--- src/rtl/cpu_bus_xbar_if.sv ---
// CPU-side request/response bus plus per-slave request/response lines of the bus crossbar.
// The crossbar takes the slave modport; the CPU and the slave models take the master modport.
interface cpu_bus_xbar_if #(
    parameter int unsigned NSLAVE = 4,
    parameter int unsigned AW     = 32,
    parameter int unsigned DW     = 32
);
    logic [AW-1:0]        address;
    logic [DW-1:0]        wdata;
    logic [1:0]           WLEN;
    logic                 EN_N;
    logic                 READY;
    logic [DW-1:0]        rdata;
    logic                 ERR;
    logic [NSLAVE-1:0]    s_sel;
    logic [AW-1:0]        s_addr;
    logic [DW-1:0]        s_wdata;
    logic [1:0]           s_wlen;
    logic [NSLAVE-1:0]    s_ready;
    logic [NSLAVE*DW-1:0] s_rdata;

    modport master (
        output address, wdata, WLEN, EN_N, s_ready, s_rdata,
        input  READY, rdata, ERR, s_sel, s_addr, s_wdata, s_wlen
    );

    modport slave (
        input  address, wdata, WLEN, EN_N, s_ready, s_rdata,
        output READY, rdata, ERR, s_sel, s_addr, s_wdata, s_wlen
    );
endinterface

--- src/rtl/cpu_bus_xbar.sv ---
// Address-decoding bus crossbar: latches a CPU request, holds it on the selected slave until
// that slave is ready, and completes with a one-cycle READY (ERR on decode miss or timeout).
module cpu_bus_xbar #(
    parameter int unsigned          NSLAVE  = 4,
    parameter int unsigned          AW      = 32,
    parameter int unsigned          DW      = 32,
    parameter logic [NSLAVE*AW-1:0] BASES   = {32'h4009614, 32'h4000004, 32'h4000000, 32'h0},
    parameter logic [NSLAVE*AW-1:0] SIZES   = {32'h10, 32'h9610, 32'h4, 32'h4000000},
    parameter int unsigned          TIMEOUT = 255
) (
    input logic           clk,
    input logic           rst,
    cpu_bus_xbar_if.slave bus
);
    localparam int unsigned CW = (TIMEOUT > 1) ? $clog2(TIMEOUT + 1) : 1;

    typedef enum logic [1:0] {StIdle, StAccess, StDone} state_e;

    state_e            state_q, state_d;
    logic [NSLAVE-1:0] sel_q, sel_d;
    logic [AW-1:0]     addr_q, addr_d;
    logic [DW-1:0]     wdata_q, wdata_d;
    logic [1:0]        wlen_q, wlen_d;
    logic [DW-1:0]     rdata_q, rdata_d;
    logic              err_q, err_d;
    logic [CW-1:0]     cnt_q, cnt_d;

    logic [AW-1:0]     off [NSLAVE];
    logic [NSLAVE-1:0] win;
    logic [NSLAVE-1:0] hit;
    logic [AW-1:0]     hit_off;
    logic [DW-1:0]     sel_rdata;

    // Offset wraps in AW bits, so a window ending exactly at 2^AW still decodes.
    always_comb begin
        for (int i = 0; i < NSLAVE; i++) begin
            off[i] = bus.address - BASES[i*AW +: AW];
            win[i] = (SIZES[i*AW +: AW] != '0) && (bus.address >= BASES[i*AW +: AW]) &&
                     (off[i] < SIZES[i*AW +: AW]);
        end
    end

    // Scan downwards so the lowest matching index is the one left standing.
    always_comb begin
        hit     = '0;
        hit_off = '0;
        for (int i = NSLAVE - 1; i >= 0; i--) begin
            if (win[i]) begin
                hit     = '0;
                hit[i]  = 1'b1;
                hit_off = off[i];
            end
        end
    end

    always_comb begin
        sel_rdata = '0;
        for (int i = 0; i < NSLAVE; i++) begin
            if (sel_q[i]) begin
                sel_rdata = sel_rdata | bus.s_rdata[i*DW +: DW];
            end
        end
    end

    always_comb begin
        state_d = state_q;
        sel_d   = sel_q;
        addr_d  = addr_q;
        wdata_d = wdata_q;
        wlen_d  = wlen_q;
        rdata_d = rdata_q;
        err_d   = err_q;
        cnt_d   = cnt_q;
        case (state_q)
            StIdle: begin
                if (!bus.EN_N) begin
                    sel_d   = hit;
                    addr_d  = hit_off;
                    wdata_d = bus.wdata;
                    wlen_d  = bus.WLEN;
                    cnt_d   = '0;
                    state_d = StAccess;
                end
            end
            StAccess: begin
                // A decode miss spends one cycle here with nothing selected, so its READY
                // arrives with the same latency as the fastest hit.
                if (sel_q == '0) begin
                    rdata_d = '0;
                    err_d   = 1'b1;
                    state_d = StDone;
                end else if ((bus.s_ready & sel_q) != '0) begin
                    rdata_d = (wlen_q == 2'b00) ? sel_rdata : '0;
                    err_d   = 1'b0;
                    sel_d   = '0;
                    state_d = StDone;
                end else if ((TIMEOUT != 0) && (32'(cnt_q) + 32'd1 == TIMEOUT)) begin
                    rdata_d = '0;
                    err_d   = 1'b1;
                    sel_d   = '0;
                    state_d = StDone;
                end else begin
                    cnt_d = cnt_q + CW'(1);
                end
            end
            StDone: begin
                cnt_d   = '0;
                state_d = StIdle;
            end
            default: state_d = StIdle;
        endcase
    end

    always_ff @(posedge clk or posedge rst) begin
        if (rst) begin
            state_q <= StIdle;
            sel_q   <= '0;
            addr_q  <= '0;
            wdata_q <= '0;
            wlen_q  <= '0;
            rdata_q <= '0;
            err_q   <= 1'b0;
            cnt_q   <= '0;
        end else begin
            state_q <= state_d;
            sel_q   <= sel_d;
            addr_q  <= addr_d;
            wdata_q <= wdata_d;
            wlen_q  <= wlen_d;
            rdata_q <= rdata_d;
            err_q   <= err_d;
            cnt_q   <= cnt_d;
        end
    end

    assign bus.READY   = (state_q == StDone);
    assign bus.rdata   = rdata_q;
    assign bus.ERR     = err_q;
    assign bus.s_sel   = sel_q;
    assign bus.s_addr  = addr_q;
    assign bus.s_wdata = wdata_q;
    assign bus.s_wlen  = wlen_q;
endmodule

--- src/flat_wrapper.sv ---
// flat-port wrapper written by rule: the top's interface ports become plain ports
module cpu_bus_xbar_flat 
#(
    parameter int unsigned          NSLAVE  = 4,
    parameter int unsigned          AW      = 32,
    parameter int unsigned          DW      = 32,
    parameter logic [NSLAVE*AW-1:0] BASES   = {32'h4009614, 32'h4000004, 32'h4000000, 32'h0},
    parameter logic [NSLAVE*AW-1:0] SIZES   = {32'h10, 32'h9610, 32'h4, 32'h4000000},
    parameter int unsigned          TIMEOUT = 255
)
  (clk, rst, bus_address, bus_wdata, bus_WLEN, bus_EN_N, bus_s_ready, bus_s_rdata, bus_READY, bus_rdata, bus_ERR, bus_s_sel, bus_s_addr, bus_s_wdata, bus_s_wlen);
  cpu_bus_xbar_if #(.NSLAVE(NSLAVE), .AW(AW), .DW(DW)) bus_i ();
  input logic clk;
  input logic rst;
  input wire logic [$bits(bus_i.address)-1:0] bus_address;
  input wire logic [$bits(bus_i.wdata)-1:0] bus_wdata;
  input wire logic [$bits(bus_i.WLEN)-1:0] bus_WLEN;
  input wire logic [$bits(bus_i.EN_N)-1:0] bus_EN_N;
  input wire logic [$bits(bus_i.s_ready)-1:0] bus_s_ready;
  input wire logic [$bits(bus_i.s_rdata)-1:0] bus_s_rdata;
  output wire logic [$bits(bus_i.READY)-1:0] bus_READY;
  output wire logic [$bits(bus_i.rdata)-1:0] bus_rdata;
  output wire logic [$bits(bus_i.ERR)-1:0] bus_ERR;
  output wire logic [$bits(bus_i.s_sel)-1:0] bus_s_sel;
  output wire logic [$bits(bus_i.s_addr)-1:0] bus_s_addr;
  output wire logic [$bits(bus_i.s_wdata)-1:0] bus_s_wdata;
  output wire logic [$bits(bus_i.s_wlen)-1:0] bus_s_wlen;
  assign bus_i.address = bus_address;
  assign bus_i.wdata = bus_wdata;
  assign bus_i.WLEN = bus_WLEN;
  assign bus_i.EN_N = bus_EN_N;
  assign bus_i.s_ready = bus_s_ready;
  assign bus_i.s_rdata = bus_s_rdata;
  assign bus_READY = bus_i.READY;
  assign bus_rdata = bus_i.rdata;
  assign bus_ERR = bus_i.ERR;
  assign bus_s_sel = bus_i.s_sel;
  assign bus_s_addr = bus_i.s_addr;
  assign bus_s_wdata = bus_i.s_wdata;
  assign bus_s_wlen = bus_i.s_wlen;
  cpu_bus_xbar #(.NSLAVE(NSLAVE), .AW(AW), .DW(DW), .BASES(BASES), .SIZES(SIZES), .TIMEOUT(TIMEOUT)) u_core (.clk(clk), .rst(rst), .bus(bus_i));
endmodule
--- config.mk ---
export PLATFORM = sky130hd
export DESIGN_NAME = cpu_bus_xbar_flat
export DESIGN_NICKNAME = d
export VERILOG_FILES = /design/src/rtl/cpu_bus_xbar_if.sv /design/src/rtl/cpu_bus_xbar.sv /design/src/flat_wrapper.sv
export SDC_FILE = /design/constraint.sdc
export NUM_CORES = 1
export LEC_CHECK = 0
export ABC_AREA = 1
export CAP_MARGIN = 10
export CORE_MARGIN = 2
export CORE_UTILIZATION = 30
export CTS_CLUSTER_DIAMETER = 150
export DETAILED_ROUTE_END_ITERATION = 10
export PLACE_DENSITY = 0.57
export SLEW_MARGIN = 15
export SYNTH_ARGS = -nofsm -noshare
export SYNTH_HDL_FRONTEND = slang
export SYNTH_SLANG_ARGS = --single-unit
--- constraint.sdc ---
create_clock -name clk -period 9.1 [get_ports clk]
set_clock_uncertainty 0.1 [all_clocks]
set_input_delay 1.82 -clock clk [delete_from_list [all_inputs] [get_ports clk]]
set_output_delay 1.82 -clock clk [all_outputs]
set_load 0.05 [all_outputs]
# Word-level counts from Yosys, hierarchy flattened

Cells that the tools add are included.
W data, S select, Z words.

Bits in registers: 113
Input port bits: 201
Output and inout bits: 104
Logic and storage cells: 85

$add $sub $neg: 5
Order comparisons: 8
Equality and inequality tests: 9
Mux-type cells: 34
Bitwise operators: 5
Reductions and logical operators: 16

Operators by type and width:

| operator                 | count |
|---|---|
| $mux W32                 | 12 |
| $ge A32 B27 Y1 const B   | 3 |
| $or A32 B32 Y32          | 3 |
| $sub A32 B27 Y32 const B | 3 |
| $eq A32 B8 Y1 const B    | 1 |
| $ge A32 B1 Y1 const B    | 1 |
| $lt A32 B16 Y1 const B   | 1 |
| $lt A32 B27 Y1 const B   | 1 |
| $lt A32 B3 Y1 const B    | 1 |
| $lt A32 B5 Y1 const B    | 1 |
| $mux W4                  | 8 |
| $mux W8                  | 4 |
| $pmux W8 S3              | 1 |
| $add A8 B1 Y9 const B    | 1 |
| $add A8 B1 Y8 const B    | 1 |
| $mux W2                  | 4 |
| $ne A2 B2 Y1 const B     | 4 |
| $pmux W4 S2              | 1 |
| $reduce_and A2 Y1        | 3 |
| $reduce_bool A3 Y1       | 2 |
| $reduce_and A5 Y1        | 1 |
| $and A4 B4 Y4            | 1 |
| $logic_and A1 B1 Y1      | 4 |
| $logic_not A2 Y1         | 2 |
| 11 further kinds         | 13 |

# Logic depth before layout (Yosys ltp)

Gate-level depths: netlist (run 1).

Word-level depth: 10
Mapped depth: 18
Depth with buffers taken out: 18

# Worst setup path before layout (run 1)

Ideal clock, no wire load.

Path kind: input to register
Start: input bus_address[3]
End: register u_core.addr_q[10] (netlist: u_core.bus.s_addr[10])
Setup time: 66 ps
Arrival time: 3468 ps
Data required time: 8934 ps
Setup slack: 5466 ps
Stages on the path: 14
Buffers on the path: 1
Cell sequence: inv_1 -> ha_1 -> nand2_2 -> nor2_4 -> nand2_2 -> nor2_2 -> xor2_1 -> nand3b_1 -> nor2_2 -> nand4_4 -> buf_6 -> o21ai_1 -> nand2_1 -> nand2_1

Cells in the longest elaborated chain, start to end: 7
Elaborated cells on any way between the ends: 19
Those cells by class: add/sub (3); order compare (8); mux (4); reduce/logical (4)

RTL lines:

| what                   | RTL line            | RTL |
|---|---|---|
| start: declaration     | flat_wrapper.sv:15  | `input wire logic [$bits(bus_i.address)-1:0] bus_address;` |
| $sub A32 B27 Y32       | cpu_bus_xbar.sv:37  | `off[i] = bus.address - BASES[i*AW +: AW];` |
| $lt A32 B5 Y1          | cpu_bus_xbar.sv:39  | `(off[i] < SIZES[i*AW +: AW]);` |
| $logic_and A1 B1 Y1    | cpu_bus_xbar.sv:38  | `win[i] = (SIZES[i*AW +: AW] != '0) && (bus.address >= BASES[i*AW +: AW]) &&` |
| $mux W32 (3 in series) | cpu_bus_xbar.sv:48  | `if (win[i]) begin` |
| $mux W32 (*)           | cpu_bus_xbar.sv:48  |  |
| end signal: assignment | cpu_bus_xbar.sv:127 | `addr_q <= addr_d;` |
| end: declaration       | cpu_bus_xbar.sv:21  | `logic [AW-1:0] addr_q, addr_d;` |

Every way passes the cells marked *; elsewhere a longest branch is shown, timed or not.
A chain may end at the register's enable or synchronous reset.

# Worst setup path after layout (run 1)

Start: input bus_address[26]
End: register u_core.addr_q[2] (netlist: u_core.bus.s_addr[2])

The elaborated chain is that of the path after synthesis.

==> run_summary.xml, run 1 <==
<?xml version="1.0" encoding="UTF-8"?>
<metrics>
  <group name="worst_setup_path">
    <metric name="worst_path_cell_trace" unit="">clkdlybuf4s50_1, inv_1, ha_1, nand2_1, xor2_1, nand3_1, nor3_1, nand2_1, inv_2, nor2_2, buf_4, inv_2, nand2_1, a21oi_1, nand2_1, nand2_1</metric>
    <metric name="max_stage_delay" unit="ns">0.80</metric>
    <metric name="path_common_cell" unit="">sky130_fd_sc_hd__nand2_1</metric>
    <metric name="arrival" unit="ns">4.77</metric>
    <metric name="cp_slowest_cell" unit="">sky130_fd_sc_hd__clkdlybuf4s50_1</metric>
    <metric name="worst-path-buf-inv" unit="">5</metric>
    <metric name="critical_path.top_delay_family" unit="">buffers and inverters</metric>
    <metric name="endpoint_kind" unit="">flip-flop</metric>
    <metric name="criticalPathCategory" unit="">in -&gt; reg</metric>
    <metric name="timing.critical_path.required" unit="ns">9.35</metric>
    <metric name="worstSetupStartpointType" unit="">input pin</metric>
    <metric name="critical_path_fanouts_max" unit="">25</metric>
  </group>
  <group name="detailed_routing">
    <metric name="detailroute.via_count" unit="">8497</metric>
    <metric name="postRouteAntennaNets" unit="">0</metric>
    <metric name="detail_route.vias_per_cell" unit="">4.94</metric>
    <metric name="drt_drc_violations_left" unit="">0</metric>
    <metric name="firstDrtPassIters" unit="">5</metric>
    <metric name="drt-wirelength-per-cell" unit="um">18.4</metric>
    <metric name="drt_iter0_drc" unit="">559</metric>
    <metric name="wirelength" unit="mm">31.6</metric>
  </group>
  <group name="yosys">
    <metric name="yosysSeqAreaShare" unit="%">37.5</metric>
    <metric name="synth_area" unit="um2">7550</metric>
    <metric name="synth.area.top_cells" unit="">sky130_fd_sc_hd__dfrtp_1 37%, sky130_fd_sc_hd__nand2_1 21%, sky130_fd_sc_hd__nor2_1 5.3%, sky130_fd_sc_hd__nand3_1 4.4%, sky130_fd_sc_hd__a22o_1 3.9%</metric>
    <metric name="synth-warning-count" unit="">0</metric>
    <metric name="synth_nets" unit="">1299</metric>
    <metric name="synth_flop_cell" unit="">sky130_fd_sc_hd__dfrtp_1</metric>
    <metric name="synth.ff_latch_count" unit="">113</metric>
    <metric name="synth_area_per_cell" unit="um2">6.92</metric>
    <metric name="number_of_library_cell_types_mapped_by_synthesis" unit="">37</metric>
    <metric name="async_flop_share" unit="%">100</metric>
    <metric name="synth_cells" unit="">1090</metric>
    <metric name="yosysTopAreaCellShare" unit="%">37.5</metric>
    <metric name="number_of_enable_type_register_cells_in_the_synthesized_netlist" unit="">0</metric>
    <metric name="synth_top_cell_by_area" unit="">sky130_fd_sc_hd__dfrtp_1</metric>
  </group>
  <group name="placed_design">
    <metric name="io_buffer_count" unit="">304</metric>
    <metric name="post-dp-hpwl" unit="mm">24.6</metric>
    <metric name="gp_congestion" unit="">0.903</metric>
  </group>
  <group name="clock_network">
    <metric name="worst_setup_hold_path_clk_slew" unit="ns">0.06</metric>
    <metric name="cts.root.buffer_cell" unit="">sky130_fd_sc_hd__clkbuf_16</metric>
    <metric name="post_cts_resize_count" unit="">0</metric>
    <metric name="tritoncts" unit="">yes</metric>
    <metric name="cts_max_path_buffers" unit="">2</metric>
    <metric name="cts.htree.levels" unit="">4</metric>
    <metric name="clock_insertion_delay_worst_skew" unit="ns">0.41</metric>
    <metric name="post-cts-setup-buffers" unit="">0</metric>
    <metric name="cts_inserted_buffers" unit="">17</metric>
    <metric name="cts_num_sinks" unit="">113</metric>
    <metric name="postCtsHoldBufs" unit="">0</metric>
  </group>
  <group name="hold_path">
    <metric name="hold_path_class" unit="">reg -&gt; reg</metric>
  </group>
  <group name="timing">
    <metric name="finalHoldWorstSlack" unit="ns">0.368</metric>
    <metric name="finalCriticalPeriod" unit="ns">4.52</metric>
    <metric name="setup_repair_after_global_routing_missed_its_margin" unit="">false</metric>
    <metric name="drv_slew" unit="">0</metric>
    <metric name="finalHoldViolCount" unit="">0</metric>
    <metric name="worst_slew_margin_rel" unit="%">28.2</metric>
    <metric name="worst_margin_slew" unit="ns">1.07</metric>
    <metric name="achievable_freq" unit="GHz">0.221</metric>
    <metric name="final_sum_of_negative_setup_slack" unit="ns">0</metric>
    <metric name="layout_worst_path_cycle_share" unit="%">49.7</metric>
    <metric name="finalSetupViolations" unit="">0</metric>
  </group>
  <group name="grt">
    <metric name="overflow" unit="">0</metric>
    <metric name="number_of_global_route_vias_before_repair" unit="">8216</metric>
    <metric name="gr-usage-all-layers" unit="%">23.5</metric>
    <metric name="wire_length_of_the_first_global_routing_pass" unit="mm">47.3</metric>
    <metric name="grt_antenna_before_repair" unit="">4</metric>
    <metric name="grt_max_degree" unit="">92</metric>
  </group>
  <group name="final_layout">
    <metric name="layout-drive-gt1-share" unit="%">6.19</metric>
    <metric name="finish.net_count" unit="">1585</metric>
    <metric name="multi_input_comb_area" unit="um2">4220</metric>
    <metric name="synth_to_final_area_change" unit="%">52.5</metric>
    <metric name="area.sequential" unit="um2">2830</metric>
    <metric name="nFillCells" unit="">2573</metric>
  </group>
  <group name="floorplanning">
    <metric name="design.core.area" unit="um2">25000</metric>
    <metric name="fp.dieH" unit="um">163</metric>
    <metric name="floorplan.io_pins" unit="">305</metric>
    <metric name="initial_utilization" unit="%">30.2</metric>
    <metric name="num_rows" unit="">58</metric>
    <metric name="die_w" unit="um">163</metric>
    <metric name="floorplan.die_area" unit="um2">26400</metric>
  </group>
  <group name="job">
    <metric name="drv.max_cap_violation_count" unit="">0</metric>
  </group>
  <group name="power_and_ir_drop">
    <metric name="static-leakage-power" unit="nW">5.17</metric>
    <metric name="power_density" unit="nW/um2">183</metric>
    <metric name="worst_ir_drop_vdd" unit="uV">100</metric>
  </group>
  <group name="run_status">
    <metric name="run_status" unit="">complete, no violations</metric>
  </group>
</metrics>
layout make-up:
class | count | share of cell area (%)
diodes | 2 | 0.0435
well taps | 330 | 3.59
repair buffers | 313 | 27.0
inverters | 79 | 2.60
multi-input cells | 852 | 36.7
clock inverters | 14 | 1.77
flip-flops and latches | 113 | 24.6
clock buffers | 18 | 3.73
registers in the layout (all words and copies together) (netlist names):
register / cells
u_core.bus.ERR: 1
u_core.bus.rdata: 32
u_core.bus.s_addr: 32
u_core.bus.s_sel: 4
u_core.bus.s_wdata: 32
u_core.bus.s_wlen: 2
u_core.cnt_q: 8
u_core.state_q: 2
placed cells by master (no fill, tap or decap), drive strengths merged, types with 25 or more instances in the layout:
| cell type | netlist | layout |
|---|---|---|
| clkdlybuf4s50 | 0 | 304 |
| nand3 | 69 | 69 |
| a21oi | 25 | 25 |
| o21ai | 65 | 65 |
| xor2 | 25 | 25 |
| inv | 79 | 82 |
| nand2 | 426 | 426 |
| a221oi | 32 | 32 |
| dfrtp | 113 | 113 |
| nor2 | 126 | 126 |
| a22o | 34 | 34 |
cell usage after synthesis, types with 13 or more instances:
| cell | count |
|---|---|
| sky130_fd_sc_hd__nor2_1 | 106 |
| sky130_fd_sc_hd__nor2_2 | 13 |
| sky130_fd_sc_hd__o21ai_0 | 53 |
| sky130_fd_sc_hd__a21oi_1 | 25 |
| sky130_fd_sc_hd__clkbuf_1 | 38 |
| sky130_fd_sc_hd__dfrtp_1 | 113 |
| sky130_fd_sc_hd__inv_1 | 69 |
| sky130_fd_sc_hd__nand2_1 | 419 |
| sky130_fd_sc_hd__nand3_1 | 67 |
| sky130_fd_sc_hd__a221oi_1 | 32 |
| sky130_fd_sc_hd__xor2_1 | 25 |
| sky130_fd_sc_hd__a22o_1 | 34 |
worst reg2reg max path: stages, from the launching register on:
cell and delay [ns]:
sky130_fd_sc_hd__dfrtp_1 0.37, sky130_fd_sc_hd__buf_4 0.26, sky130_fd_sc_hd__a22o_1 0.28, sky130_fd_sc_hd__nor2_1 0.14, sky130_fd_sc_hd__nor2_1 0.08, sky130_fd_sc_hd__nand2_1 0.78
sky130_fd_sc_hd__o21ai_0 0.25
per-layer routing:
layer / share of wire (%) / global-route usage, %
met1: 42 / 29.2
met2: 49 / 40.7
met3: 6.9 / 4.89
met4: 2.1 / 7.56
met5: 0.085 / 0
cells by family (layout without fill, tap and decap cells):
| logic type | after synthesis | count (layout) | synth area share [%] |
|---|---|---|---|
| AO/OA/AOI/OAI | 169 | 169 | 15.1 |
| XOR/XNOR | 30 | 30 | 3.48 |
| adder cells (fa/ha/maj) | 8 | 8 | 1.33 |
| buffers and inverters | 125 | 424 | 6.68 |
| flip-flops | 113 | 113 | 37.5 |
| other | 0 | 2 | 0 |
| AND/OR/NAND/NOR | 645 | 645 | 36.0 |
final timing paths:
kind / from / endpoint / slack [ns] / cells after the start
min: u_core.bus.s_wdata[22]$_DFFE_PP0P_ / u_core.bus.s_wdata[22]$_DFFE_PP0P_ / 0.37 / 2
min in group asynchronous: rst / u_core.bus.rdata[7]$_DFFE_PP0P_ / 1.74 / 2
max in group asynchronous: rst / u_core.bus.s_wlen[0]$_DFFE_PP0P_ / 5.81 / 3
max: bus_address[26] / u_core.bus.s_addr[2]$_DFFE_PP0P_ / 4.58 / 16
min reg2reg: u_core.bus.s_wdata[22]$_DFFE_PP0P_ / u_core.bus.s_wdata[22]$_DFFE_PP0P_ / 0.37 / 2
max reg2reg: u_core.bus.s_sel[0]$_DFFE_PP0P_ / u_core.bus.rdata[27]$_DFFE_PP0P_ / 6.67 / 6
power by group:
group / switching (mW) / internal [mW] / total (mW)
Clock: 0.255 / 0.462 / 0.717
Combinational: 0.506 / 0.263 / 0.769
Sequential: 0.0445 / 0.575 / 0.619
Total: 0.805 / 1.30 / 2.10
stage by stage:
stage	cell area (um2)	setup WS (ns)	util, %	std cells	total power, mW
CTS	11500	4.59	46.1	1719	2.13
global placement	10900	4.25	43.5	1687	1.40
detailed placement	10900	4.16	43.5	1687	1.40
floorplan	7550	4.19	-	1090	1.07
finish	11500	4.58	46.1	1721	2.10
global route	11500	4.33	46.1	1721	2.20
Note: power is estimated with default switching activity, not from simulation.
==> run 2: changes to the inputs <==
- clock period: 9.1 -> 4.7 ns (I/O delays scaled with it)
==> run 2 against run 1 <==
Net effect:
- flip-flop and latch count stayed put
- combinational power is 95% higher
- hold slack better by 0.0013 ns
- critical path type unchanged
- sequential power is 94% higher
- final cell count is 0.35% higher
- critical endpoint unchanged
- highest routed layer is now met4
==> run_summary.xml, run 2 (synthesized netlist as in run 1, its figures left out) <==
<?xml version="1.0" encoding="UTF-8"?>
<metrics>
  <group name="run_status">
    <metric name="run_status" unit="">complete, no violations</metric>
  </group>
  <group name="final_layout">
    <metric name="nFillCells" unit="">2580</metric>
    <metric name="synth_to_final_area_change" unit="%">52.8</metric>
    <metric name="mostFrequentLayoutCells" unit="">419 x sky130_fd_sc_hd__nand2_1, 304 x sky130_fd_sc_hd__clkdlybuf4s50_1, 113 x sky130_fd_sc_hd__dfrtp_1</metric>
    <metric name="mostFrequentLayoutCell" unit="">sky130_fd_sc_hd__nand2_1</metric>
    <metric name="area.sequential" unit="um2">2830</metric>
    <metric name="multi_input_comb_area" unit="um2">4220</metric>
    <metric name="layout-drive-gt1-share" unit="%">6.33</metric>
    <metric name="finish.net_count" unit="">1587</metric>
  </group>
  <group name="placed_design">
    <metric name="gp_congestion" unit="">0.983</metric>
    <metric name="io_buffer_count" unit="">304</metric>
    <metric name="post-dp-hpwl" unit="mm">24.3</metric>
  </group>
  <group name="power_and_ir_drop">
    <metric name="static-leakage-power" unit="nW">5.17</metric>
    <metric name="worst_ir_drop_vdd" unit="uV">173</metric>
    <metric name="power_density" unit="nW/um2">348</metric>
    <metric name="power_total" unit="mW">4.01</metric>
  </group>
  <group name="clock_network">
    <metric name="cts.htree.levels" unit="">4</metric>
    <metric name="cts_inserted_buffers" unit="">17</metric>
    <metric name="post_cts_resize_count" unit="">0</metric>
    <metric name="cts_num_sinks" unit="">113</metric>
    <metric name="tritoncts" unit="">yes</metric>
    <metric name="worst_setup_hold_path_clk_slew" unit="ns">0.06</metric>
    <metric name="clock_insertion_delay_worst_skew" unit="ns">0.40</metric>
    <metric name="cts.root.buffer_cell" unit="">sky130_fd_sc_hd__clkbuf_16</metric>
    <metric name="post-cts-setup-buffers" unit="">0</metric>
    <metric name="cts_max_path_buffers" unit="">2</metric>
    <metric name="postCtsHoldBufs" unit="">0</metric>
  </group>
  <group name="grt">
    <metric name="overflow" unit="">0</metric>
    <metric name="grt_antenna_before_repair" unit="">6</metric>
    <metric name="grt_max_degree" unit="">94</metric>
    <metric name="wire_length_of_the_first_global_routing_pass" unit="mm">46.6</metric>
    <metric name="gr-usage-all-layers" unit="%">23.0</metric>
    <metric name="number_of_global_route_vias_before_repair" unit="">8064</metric>
  </group>
  <group name="timing">
    <metric name="final_sum_of_negative_setup_slack" unit="ns">0</metric>
    <metric name="layout_worst_path_cycle_share" unit="%">77.3</metric>
    <metric name="finalHoldViolCount" unit="">0</metric>
    <metric name="finalSetupViolations" unit="">0</metric>
    <metric name="setup_repair_after_global_routing_missed_its_margin" unit="">false</metric>
    <metric name="drv_slew" unit="">0</metric>
    <metric name="worst_slew_margin_rel" unit="%">50.1</metric>
    <metric name="finalCriticalPeriod" unit="ns">3.63</metric>
    <metric name="worst_margin_slew" unit="ns">0.746</metric>
    <metric name="achievable_freq" unit="GHz">0.275</metric>
  </group>
  <group name="floorplanning">
    <metric name="initial_utilization" unit="%">30.2</metric>
    <metric name="floorplan.io_pins" unit="">305</metric>
    <metric name="floorplan.die_area" unit="um2">26400</metric>
    <metric name="die_w" unit="um">163</metric>
    <metric name="fp.dieH" unit="um">163</metric>
    <metric name="num_rows" unit="">58</metric>
    <metric name="design.core.area" unit="um2">25000</metric>
  </group>
  <group name="detailed_routing">
    <metric name="firstDrtPassIters" unit="">7</metric>
    <metric name="detailroute.via_count" unit="">8490</metric>
    <metric name="wirelength" unit="mm">31.4</metric>
    <metric name="postRouteAntennaNets" unit="">0</metric>
    <metric name="drt_iter0_drc" unit="">659</metric>
    <metric name="detail_route.vias_per_cell" unit="">4.92</metric>
    <metric name="drt_drc_violations_left" unit="">0</metric>
    <metric name="drt-wirelength-per-cell" unit="um">18.2</metric>
  </group>
  <group name="worst_setup_path">
    <metric name="arrival" unit="ns">3.87</metric>
    <metric name="critical_path_fanouts_max" unit="">17</metric>
    <metric name="criticalPathCategory" unit="">in -&gt; reg</metric>
    <metric name="endpoint_kind" unit="">flip-flop</metric>
    <metric name="worstSetupStartpointType" unit="">input pin</metric>
    <metric name="timing.critical_path.required" unit="ns">4.94</metric>
  </group>
  <group name="hold_path">
    <metric name="hold_path_class" unit="">reg -&gt; reg</metric>
  </group>
  <group name="job">
    <metric name="drv.max_cap_violation_count" unit="">0</metric>
  </group>
</metrics>
run 2: cell count changes in the layout (fill, tap and decap cells not counted), sizes merged:
cell and change:
diode +4, inv -2, clkbuf +1, clkinvlp +2, buf +2, bufinv -1
run 2: area by class of cell:
| cell class | count | share of cell area, % |
|---|---|---|
| antenna | 6 | 0.130 |
| inverter | 79 | 2.59 |
| multi-input combinational | 852 | 36.6 |
| clock inverter | 13 | 1.39 |
| tap | 330 | 3.58 |
| clock buffer | 19 | 3.84 |
| sequential | 113 | 24.5 |
| timing repair buffer | 315 | 27.3 |
run 2: power breakdown:
group          leakage, nW  total, mW  internal, mW  switching (mW)
sequential            1.51       1.20          1.11          0.0859
combinational         3.38       1.50         0.514           0.981
clock                0.281       1.31         0.846           0.469
run 2: routing by layer:
layer | track usage [%] | share of wire (%) | up-vias
met5 | 0 | 0 | -
li1 | - | - | 4161
met4 | 7.88 | 2.3 | 0
met3 | 4.56 | 7.2 | 39
met1 | 29.0 | 42 | 3941
met2 | 39.4 | 49 | 349
run 2: worst max-delay path: stages:
cell	delay (ns)
sky130_fd_sc_hd__clkdlybuf4s50_1	0.80
sky130_fd_sc_hd__inv_1	0.20
sky130_fd_sc_hd__ha_1	0.27
sky130_fd_sc_hd__nand2_1	0.10
sky130_fd_sc_hd__xor2_1	0.15
sky130_fd_sc_hd__nand3_1	0.09
sky130_fd_sc_hd__nor3_1	0.19
sky130_fd_sc_hd__nand2_1	0.13
sky130_fd_sc_hd__inv_2	0.08
sky130_fd_sc_hd__nor2_2	0.03
sky130_fd_sc_hd__buf_4	0.19
sky130_fd_sc_hd__inv_2	0.26
sky130_fd_sc_hd__nand2_1	0.08
sky130_fd_sc_hd__a21oi_1	0.19
sky130_fd_sc_hd__nand2_1	0.09
sky130_fd_sc_hd__nand2_1	0.06
run 2: path summary, 6_finish.rpt:
| path | to | cells after the start | slack (ns) | from |
|---|---|---|---|---|
| hold reg to reg | u_core.bus.s_wdata[15]$_DFFE_PP0P_ | 2 | 0.37 | u_core.bus.s_wdata[15]$_DFFE_PP0P_ |
| min in group asynchronous | u_core.bus.rdata[7]$_DFFE_PP0P_ | 2 | 0.89 | rst |
| max in group asynchronous | u_core.bus.s_addr[6]$_DFFE_PP0P_ | 3 | 2.77 | rst |
| setup / recovery | u_core.bus.s_addr[2]$_DFFE_PP0P_ | 16 | 1.07 | bus_address[26] |
| setup reg to reg | u_core.bus.rdata[4]$_DFFE_PP0P_ | 12 | 2.05 | u_core.cnt_q[0]$_DFFE_PP0P_ |
| hold / removal | u_core.bus.s_wdata[15]$_DFFE_PP0P_ | 2 | 0.37 | u_core.bus.s_wdata[15]$_DFFE_PP0P_ |
run 2: through the flow:
stage	area (um2)	hold slack, ns	util (%)	std cells	setup WS (ns)
after floorplan	7550	0.361	-	1090	0.673
after global placement	10900	0.353	43.7	1689	0.813
after detailed placement	10900	0.357	43.7	1689	0.698
after CTS	11500	0.372	46.1	1721	1.11
after global routing	11500	0.390	46.2	1727	0.752
final	11500	0.369	46.2	1727	1.07
